<file path="src/rtl/id_pkg.sv">
// Shared constants for the ID operand stage: branch kinds, default widths and
// the branch-decision helper used at accept time.
package id_pkg;

    localparam int DATA_W_DEF  = 32;
    localparam int CTRL_W_DEF  = 16;
    localparam int RADDR_W_DEF = 5;
    localparam int PEND_CNT_W  = 3;

    localparam logic [1:0] BR_NONE = 2'd0;
    localparam logic [1:0] BR_EQ   = 2'd1;
    localparam logic [1:0] BR_NE   = 2'd2;
    localparam logic [1:0] BR_JR   = 2'd3;

    function automatic logic br_resolve(input logic [1:0] kind, input logic ops_equal);
        logic taken;
        taken = 1'b0;
        case (kind)
            BR_EQ:   taken = ops_equal;
            BR_NE:   taken = ~ops_equal;
            BR_JR:   taken = 1'b1;
            default: taken = 1'b0;
        endcase
        return taken;
    endfunction

endpackage

</file>
<file path="src/rtl/id_fwd_mux.sv">
// Per-operand forwarding select: lowest-index matching source wins over the
// regfile, and register 0 is forced to zero regardless of any match.
module id_fwd_mux
    import id_pkg::*;
#(
    parameter int NFWD    = 2,
    parameter int DATA_W  = DATA_W_DEF,
    parameter int RADDR_W = RADDR_W_DEF
) (
    input  logic [RADDR_W-1:0]      addr,
    input  logic [NFWD-1:0]         fwd_valid,
    input  logic [NFWD*RADDR_W-1:0] fwd_addr,
    input  logic [NFWD*DATA_W-1:0]  fwd_data,
    input  logic [DATA_W-1:0]       rf_data,
    output logic [DATA_W-1:0]       data
);

    always_comb begin
        data = rf_data;
        // Walk from oldest to youngest so the youngest match is the last writer.
        for (int i = NFWD - 1; i >= 0; i--) begin
            if (fwd_valid[i] && (fwd_addr[i*RADDR_W +: RADDR_W] == addr)) begin
                data = fwd_data[i*DATA_W +: DATA_W];
            end
        end
        if (addr == '0) begin
            data = '0;
        end
    end

endmodule

</file>
<file path="src/rtl/id_operand_stage.sv">
// ID stage: operand fetch with forwarding, load-use interlock against the
// ID/EX load and a pending-load tracker, branch resolution and the ID/EX register.
module id_operand_stage
    import id_pkg::*;
#(
    parameter int DATA_W   = DATA_W_DEF,
    parameter int RADDR_W  = RADDR_W_DEF,
    parameter int NFWD     = 2,
    parameter int LOAD_LAT = 1,
    parameter int CTRL_W   = CTRL_W_DEF
) (
    input  logic                    clk,
    input  logic                    rst,
    input  logic                    in_valid,
    output logic                    in_ready,
    input  logic [DATA_W-1:0]       in_pc,
    input  logic [CTRL_W-1:0]       in_ctrl,
    input  logic [RADDR_W-1:0]      in_rs_addr,
    input  logic [RADDR_W-1:0]      in_rt_addr,
    input  logic                    in_rs_use,
    input  logic                    in_rt_use,
    input  logic [DATA_W-1:0]       in_imm,
    input  logic [RADDR_W-1:0]      in_wd,
    input  logic                    in_wreg,
    input  logic                    in_is_load,
    input  logic [1:0]              in_br,
    input  logic [DATA_W-1:0]       in_br_target,
    output logic [RADDR_W-1:0]      rf_raddr1,
    output logic [RADDR_W-1:0]      rf_raddr2,
    input  logic [DATA_W-1:0]       rf_rdata1,
    input  logic [DATA_W-1:0]       rf_rdata2,
    input  logic [NFWD-1:0]         fwd_valid,
    input  logic [NFWD*RADDR_W-1:0] fwd_addr,
    input  logic [NFWD*DATA_W-1:0]  fwd_data,
    output logic                    out_valid,
    input  logic                    out_ready,
    output logic [DATA_W-1:0]       out_pc,
    output logic [CTRL_W-1:0]       out_ctrl,
    output logic [DATA_W-1:0]       out_op1,
    output logic [DATA_W-1:0]       out_op2,
    output logic [RADDR_W-1:0]      out_wd,
    output logic                    out_wreg,
    output logic                    out_is_load,
    output logic                    out_in_delay_slot,
    output logic                    br_taken,
    output logic [DATA_W-1:0]       br_target,
    output logic                    stall_o
);

    logic [DATA_W-1:0]     rs_val, rt_val, op1, op2;
    logic                  rs_hz, rt_hz, hazard, accept, load_consumed;

    logic                  valid_q, valid_d;
    logic [DATA_W-1:0]     pc_q, pc_d;
    logic [CTRL_W-1:0]     ctrl_q, ctrl_d;
    logic [DATA_W-1:0]     op1_q, op1_d;
    logic [DATA_W-1:0]     op2_q, op2_d;
    logic [RADDR_W-1:0]    wd_q, wd_d;
    logic                  wreg_q, wreg_d;
    logic                  is_load_q, is_load_d;
    logic                  in_ds_q, in_ds_d;
    logic                  br_taken_q, br_taken_d;
    logic [DATA_W-1:0]     br_target_q, br_target_d;
    logic [PEND_CNT_W-1:0] pend_cnt_q, pend_cnt_d;
    logic [RADDR_W-1:0]    pend_addr_q, pend_addr_d;
    logic                  ds_pending_q, ds_pending_d;

    assign rf_raddr1 = in_rs_addr;
    assign rf_raddr2 = in_rt_addr;

    id_fwd_mux #(.NFWD(NFWD), .DATA_W(DATA_W), .RADDR_W(RADDR_W)) u_fwd_rs (
        .addr      (in_rs_addr),
        .fwd_valid (fwd_valid),
        .fwd_addr  (fwd_addr),
        .fwd_data  (fwd_data),
        .rf_data   (rf_rdata1),
        .data      (rs_val)
    );

    id_fwd_mux #(.NFWD(NFWD), .DATA_W(DATA_W), .RADDR_W(RADDR_W)) u_fwd_rt (
        .addr      (in_rt_addr),
        .fwd_valid (fwd_valid),
        .fwd_addr  (fwd_addr),
        .fwd_data  (fwd_data),
        .rf_data   (rf_rdata2),
        .data      (rt_val)
    );

    assign op1 = rs_val;
    assign op2 = in_rt_use ? rt_val : in_imm;

    // A source collides with the load sitting in ID/EX or with a load whose
    // data has not yet reached a forwarding port.
    always_comb begin
        rs_hz = in_rs_use && (in_rs_addr != '0) &&
                ((valid_q && is_load_q && wreg_q && (wd_q == in_rs_addr)) ||
                 ((pend_cnt_q != '0) && (pend_addr_q == in_rs_addr)));
        rt_hz = in_rt_use && (in_rt_addr != '0) &&
                ((valid_q && is_load_q && wreg_q && (wd_q == in_rt_addr)) ||
                 ((pend_cnt_q != '0) && (pend_addr_q == in_rt_addr)));
        hazard = rs_hz || rt_hz;
    end

    assign stall_o       = in_valid && hazard;
    assign in_ready      = !hazard && (!valid_q || out_ready);
    assign accept        = in_valid && in_ready;
    assign load_consumed = valid_q && out_ready && is_load_q && wreg_q && (wd_q != '0);

    always_comb begin
        valid_d      = valid_q;
        pc_d         = pc_q;
        ctrl_d       = ctrl_q;
        op1_d        = op1_q;
        op2_d        = op2_q;
        wd_d         = wd_q;
        wreg_d       = wreg_q;
        is_load_d    = is_load_q;
        in_ds_d      = in_ds_q;
        br_taken_d   = 1'b0;
        br_target_d  = br_target_q;
        ds_pending_d = ds_pending_q;
        pend_cnt_d   = pend_cnt_q;
        pend_addr_d  = pend_addr_q;

        if (accept) begin
            valid_d      = 1'b1;
            pc_d         = in_pc;
            ctrl_d       = in_ctrl;
            op1_d        = op1;
            op2_d        = op2;
            wd_d         = in_wd;
            wreg_d       = in_wreg;
            is_load_d    = in_is_load;
            in_ds_d      = ds_pending_q;
            ds_pending_d = (in_br != BR_NONE);
            br_taken_d   = br_resolve(in_br, op1 == op2);
            br_target_d  = (in_br == BR_JR) ? op1 : in_br_target;
        end else if (out_ready) begin
            valid_d = 1'b0;
        end

        // The tracker always follows the load leaving ID/EX, even if a newer
        // load enters ID/EX on the same edge.
        if (load_consumed) begin
            pend_addr_d = wd_q;
            pend_cnt_d  = PEND_CNT_W'(LOAD_LAT);
        end else if (pend_cnt_q != '0) begin
            pend_cnt_d = pend_cnt_q - 1'b1;
        end
    end

    always_ff @(posedge clk or negedge rst) begin
        if (!rst) begin
            valid_q      <= 1'b0;
            pc_q         <= '0;
            ctrl_q       <= '0;
            op1_q        <= '0;
            op2_q        <= '0;
            wd_q         <= '0;
            wreg_q       <= 1'b0;
            is_load_q    <= 1'b0;
            in_ds_q      <= 1'b0;
            br_taken_q   <= 1'b0;
            br_target_q  <= '0;
            pend_cnt_q   <= '0;
            pend_addr_q  <= '0;
            ds_pending_q <= 1'b0;
        end else begin
            valid_q      <= valid_d;
            pc_q         <= pc_d;
            ctrl_q       <= ctrl_d;
            op1_q        <= op1_d;
            op2_q        <= op2_d;
            wd_q         <= wd_d;
            wreg_q       <= wreg_d;
            is_load_q    <= is_load_d;
            in_ds_q      <= in_ds_d;
            br_taken_q   <= br_taken_d;
            br_target_q  <= br_target_d;
            pend_cnt_q   <= pend_cnt_d;
            pend_addr_q  <= pend_addr_d;
            ds_pending_q <= ds_pending_d;
        end
    end

    assign out_valid         = valid_q;
    assign out_pc            = pc_q;
    assign out_ctrl          = ctrl_q;
    assign out_op1           = op1_q;
    assign out_op2           = op2_q;
    assign out_wd            = wd_q;
    assign out_wreg          = wreg_q;
    assign out_is_load       = is_load_q;
    assign out_in_delay_slot = in_ds_q;
    assign br_taken          = br_taken_q;
    assign br_target         = br_target_q;

endmodule
</file>
<file path="config.mk">
export PLATFORM = sky130hd
export DESIGN_NAME = id_operand_stage
export DESIGN_NICKNAME = d
export VERILOG_FILES = /design/src/rtl/id_pkg.sv /design/src/rtl/id_fwd_mux.sv /design/src/rtl/id_operand_stage.sv
export SDC_FILE = /design/constraint.sdc
export NUM_CORES = 1
export LEC_CHECK = 0
export BUFFER_PORTS_ARGS = -buffer_cell sky130_fd_sc_hd__buf_2
export CAP_MARGIN = 20
export CORE_AREA = 2 2 175 177
export DETAILED_ROUTE_END_ITERATION = 8
export DIE_AREA = 0 0 177 179
export GPL_ROUTABILITY_DRIVEN = 0
export GPL_TIMING_DRIVEN = 0
export SETUP_SLACK_MARGIN = 0.5
export SLEW_MARGIN = 10
export SYNTH_ARGS = -nofsm -noshare
export SYNTH_HDL_FRONTEND = slang
export SYNTH_SLANG_ARGS = --single-unit
</file>
<file path="constraint.sdc">
create_clock -name clk -period 2.7 [get_ports clk]
set_input_delay 0 -clock clk [delete_from_list [all_inputs] [get_ports clk]]
set_output_delay 0 -clock clk [all_outputs]
set_load 0.02 [all_outputs]
</file>
==> metrics.md <==
| Metric | Value |
|---|---|
| Seq cells post-synth | `163` |
| Commonest non-fill, non-tap cell in the layout | `buf_2` |
| Worst-Margin Slew | `0.673 ns` |
| Final Hold Fails | `0` |
| Post-placement cell count | `2051` |
| Hold path startpoint | `fwd_data[47]` |
| # H-tree levels | `4` |
| LEAKAGE | `7.61 nW` |
| Gate power share | `43.6%` |
| CP Class | `primary input to register` |
| CTS root buffer | `clkbuf_16` |
| Hold_ws | `0.0363 ns` |
| Worst setup path start | `in_rs_addr[4]` |
| Flop pwr share | `33.5%` |
| Req. time, crit path | `3.04 ns` |
| Largest net degree at the start of global routing | `103` |
| Final worst-path cycle share | `84.2%` |
| Sw frac | `41.1%` |
| Initial antenna violation count | `14` |
| Reg-to-reg slack, setup | `0.54 ns` |
| Syn Inst Count | `1222` |
| Total gr overflow | `0` |
| Die Area | `31700 sq um` |
| RSZ-0062 raised after global routing | `yes` |
| Nets@finish | `2124` |
| First-pass GRT wire length | `70600 um` |
| Status | `finished clean` |
| CTS tree | `done` |
| Top FF cell, synth | `dfrtp_1` |
| # rows | `64` |
| Clk_lat worst skew | `0.44 ns` |
| Pre-CTS setup slack | `-0.578 ns` |
| Int Power | `6.19 mW` |
| DRT iter0 DRCs | `1084` |
| Post-Syn Area | `9840 sq um` |
| Starting Density | `32.8%` |
| Max Freq | `440 MHz` |
| Fin crit period | `2.27 ns` |
| Final Max Slew Viols | `0` |
| Crit Path Max Fanout | `10` |
| Top cells by area, synth | `dfrtp_1 41%, nand2_1 9.3%, o21ai_0 4.1%` |
| Vias in the first global route | `11900` |
| # DRC | `0` |
| Worst-path clk slew | `0.08 ns` |
| Async S/R FF share, synth | `100%` |
| Final WL | `50200 um` |
| Sink Count | `163` |
| Area fraction of the dominant cell type after synthesis | `41.4%` |
| Commonest cells after routing, fill and taps aside | `433 x buf_2, 219 x nand2_1, 159 x dfrtp_1` |
| Vias | `12400` |
| Layout cells sized above 1 | `43.1%` |
| Synth-to-Final Area Change | `64.6%` |
| CTS Buf Count | `17` |
| Synth Warn # | `0` |
| Antenna Violating Nets Remaining | `0` |
| Post-synth net total | `1501` |
| Post-synth EDFFs | `0` |
| Port Buf Inserts | `432` |
| Sequential area share after synthesis | `41.4%` |
| Pwr dens | `649 nW/um^2` |
| Peak supply drop | `374 uV` |
| Max Cap Viol | `0` |
| Finished Layout Cells | `2261` |
| 1st-pass router iterations | `5` |
| Yosys cell types | `42` |
| FF-to-FF Start | `pend_cnt_q[0]` |
| Via/cell ratio | `5.50` |
| Slew HR | `55.1%` |
| Psw | `4.32 mW` |
| Area leader, netlist | `dfrtp_1` |
| Die height | `179 um` |
| CP endpoint kind | `register` |
| Final count of negative-setup-slack endpoints | `0` |
| Clock buffer depth | `2` |
| Die W | `177 um` |
| Critical path arrival | `2.61 ns` |
| Core area | `30000 sq um` |
| Hpwl dp | `36600 um` |
| CP Launch Type | `primary input` |
| Worst hold path type | `primary input to register` |
| Finished Cell Area | `16200 sq um` |
| IO Pins | `443` |
| Wire length per cell | `22.2 um` |
| Mean post-synth cell area | `8.06 sq um` |
| GRT Resource Usage Total | `29.7%` |
| Final WS setup | `0.425 ns` |
| Skew final | `0.0184 ns` |
| Clock share of power | `22.9%` |
| Area of placed instances | `12600 sq um` |
## metrics by stage
stage	utilization (%)	setup TNS (ns)	power [mW]
2_1_floorplan	-	0	5.63
6_report	54.0	0	10.5
3_3_place_gp	41.7	-223.96	7.14
3_5_place_dp	41.8	-50.38	7.21
4_1_cts	49.7	0	10.0
5_1_grt	53.9	0	11.0
## power groups by stage
stage	sequential [mW]	clock (mW)	combinational, mW
after floorplan	4.25	0	1.39
final	3.52	2.41	4.58
after CTS	3.50	2.48	4.06
after global placement	3.52	0	3.62
after detailed placement	3.54	0	3.67
after global routing	3.59	2.57	4.89
## final timing paths
path,end,cells after the start
max,br_taken,12
min reg2reg,out_pc[10],2
max in group asynchronous,out_wd[0],3
min,out_op2[15],4
max reg2reg,out_pc[2],12
min in group asynchronous,br_target[19],2
## logic make-up (layout without fill, tap and decap cells)
logic type               after synthesis  in the layout  synth area share [%]
XOR/XNOR                              41             41                  3.72
buffers and inverters                127            763                  5.99
AND/OR/NAND/NOR                      508            508                  22.5
adder cells (fa/ha/maj)                2              2                 0.254
multiplexers                           5              5                 0.559
flip-flops                           163            163                  41.4
other                                  0              7                     0
AO/OA/AOI/OAI                        376            376                  25.5
## timing repair
item,CTS,global route
setup endpoints to repair,156,157
hold buffers,123,0
hold endpoints to repair,184,0
pin swaps,15,63
setup buffers,11,28
resized for setup,120,226
gates cloned,2,7
## cell usage after synthesis (32+ instances only)
master    instances
nand2_1         245
dfrtp_1         163
nor2_1          100
o21ai_0          80
clkbuf_1         79
a21oi_1          66
nand3_1          64
a31o_2           43
nor3_1           38
nand2b_1         33
a211oi_1         32
a31oi_1          32
o211a_1          32
o31ai_1          32
## flip-flops by register name, indices dropped and copies added (netlist names)
name / flops
out_wd: 5
out_in_delay_slot: 1
pend_cnt_q: 3
out_pc: 32
out_op1: 32
pend_addr_q: 5
out_op2: 32
out_ctrl: 16
br_taken: 1
ds_pending_q: 1
out_is_load: 1
out_wreg: 1
br_target: 32
out_valid: 1
## cell type report
cell class / count / area [sq um]
clock buffers: 19 / 443
flip-flops and latches: 163 / 4080
well taps: 396 / 495
plain buffers: 123 / 1050
diodes: 7 / 17.5
inverters: 4 / 15.0
repair buffers: 604 / 3960
clock inverters: 13 / 119
multi-input cells: 932 / 6020
fillers: 2836 / 13800
## critical path, stage by stage
cell,delay [ns]
clkbuf_4,0.18
xnor2_1,0.22
nand4_1,0.20
or2_1,0.27
clkbuf_1,0.15
buf_4,0.20
a31o_2,0.26
a211oi_2,0.17
o22ai_1,0.13
nor4_2,0.32
nand4_1,0.27
mux2i_1,0.25
## layer usage
| metal | track usage (%) | share of wire (%) |
|---|---|---|
| met1 | 35.0 | 37 |
| met5 | 0 | 0.15 |
| met4 | 10.8 | 4.2 |
| met3 | 7.85 | 9.5 |
| met2 | 51.9 | 49 |
Note: power is estimated with default switching activity, not from simulation.
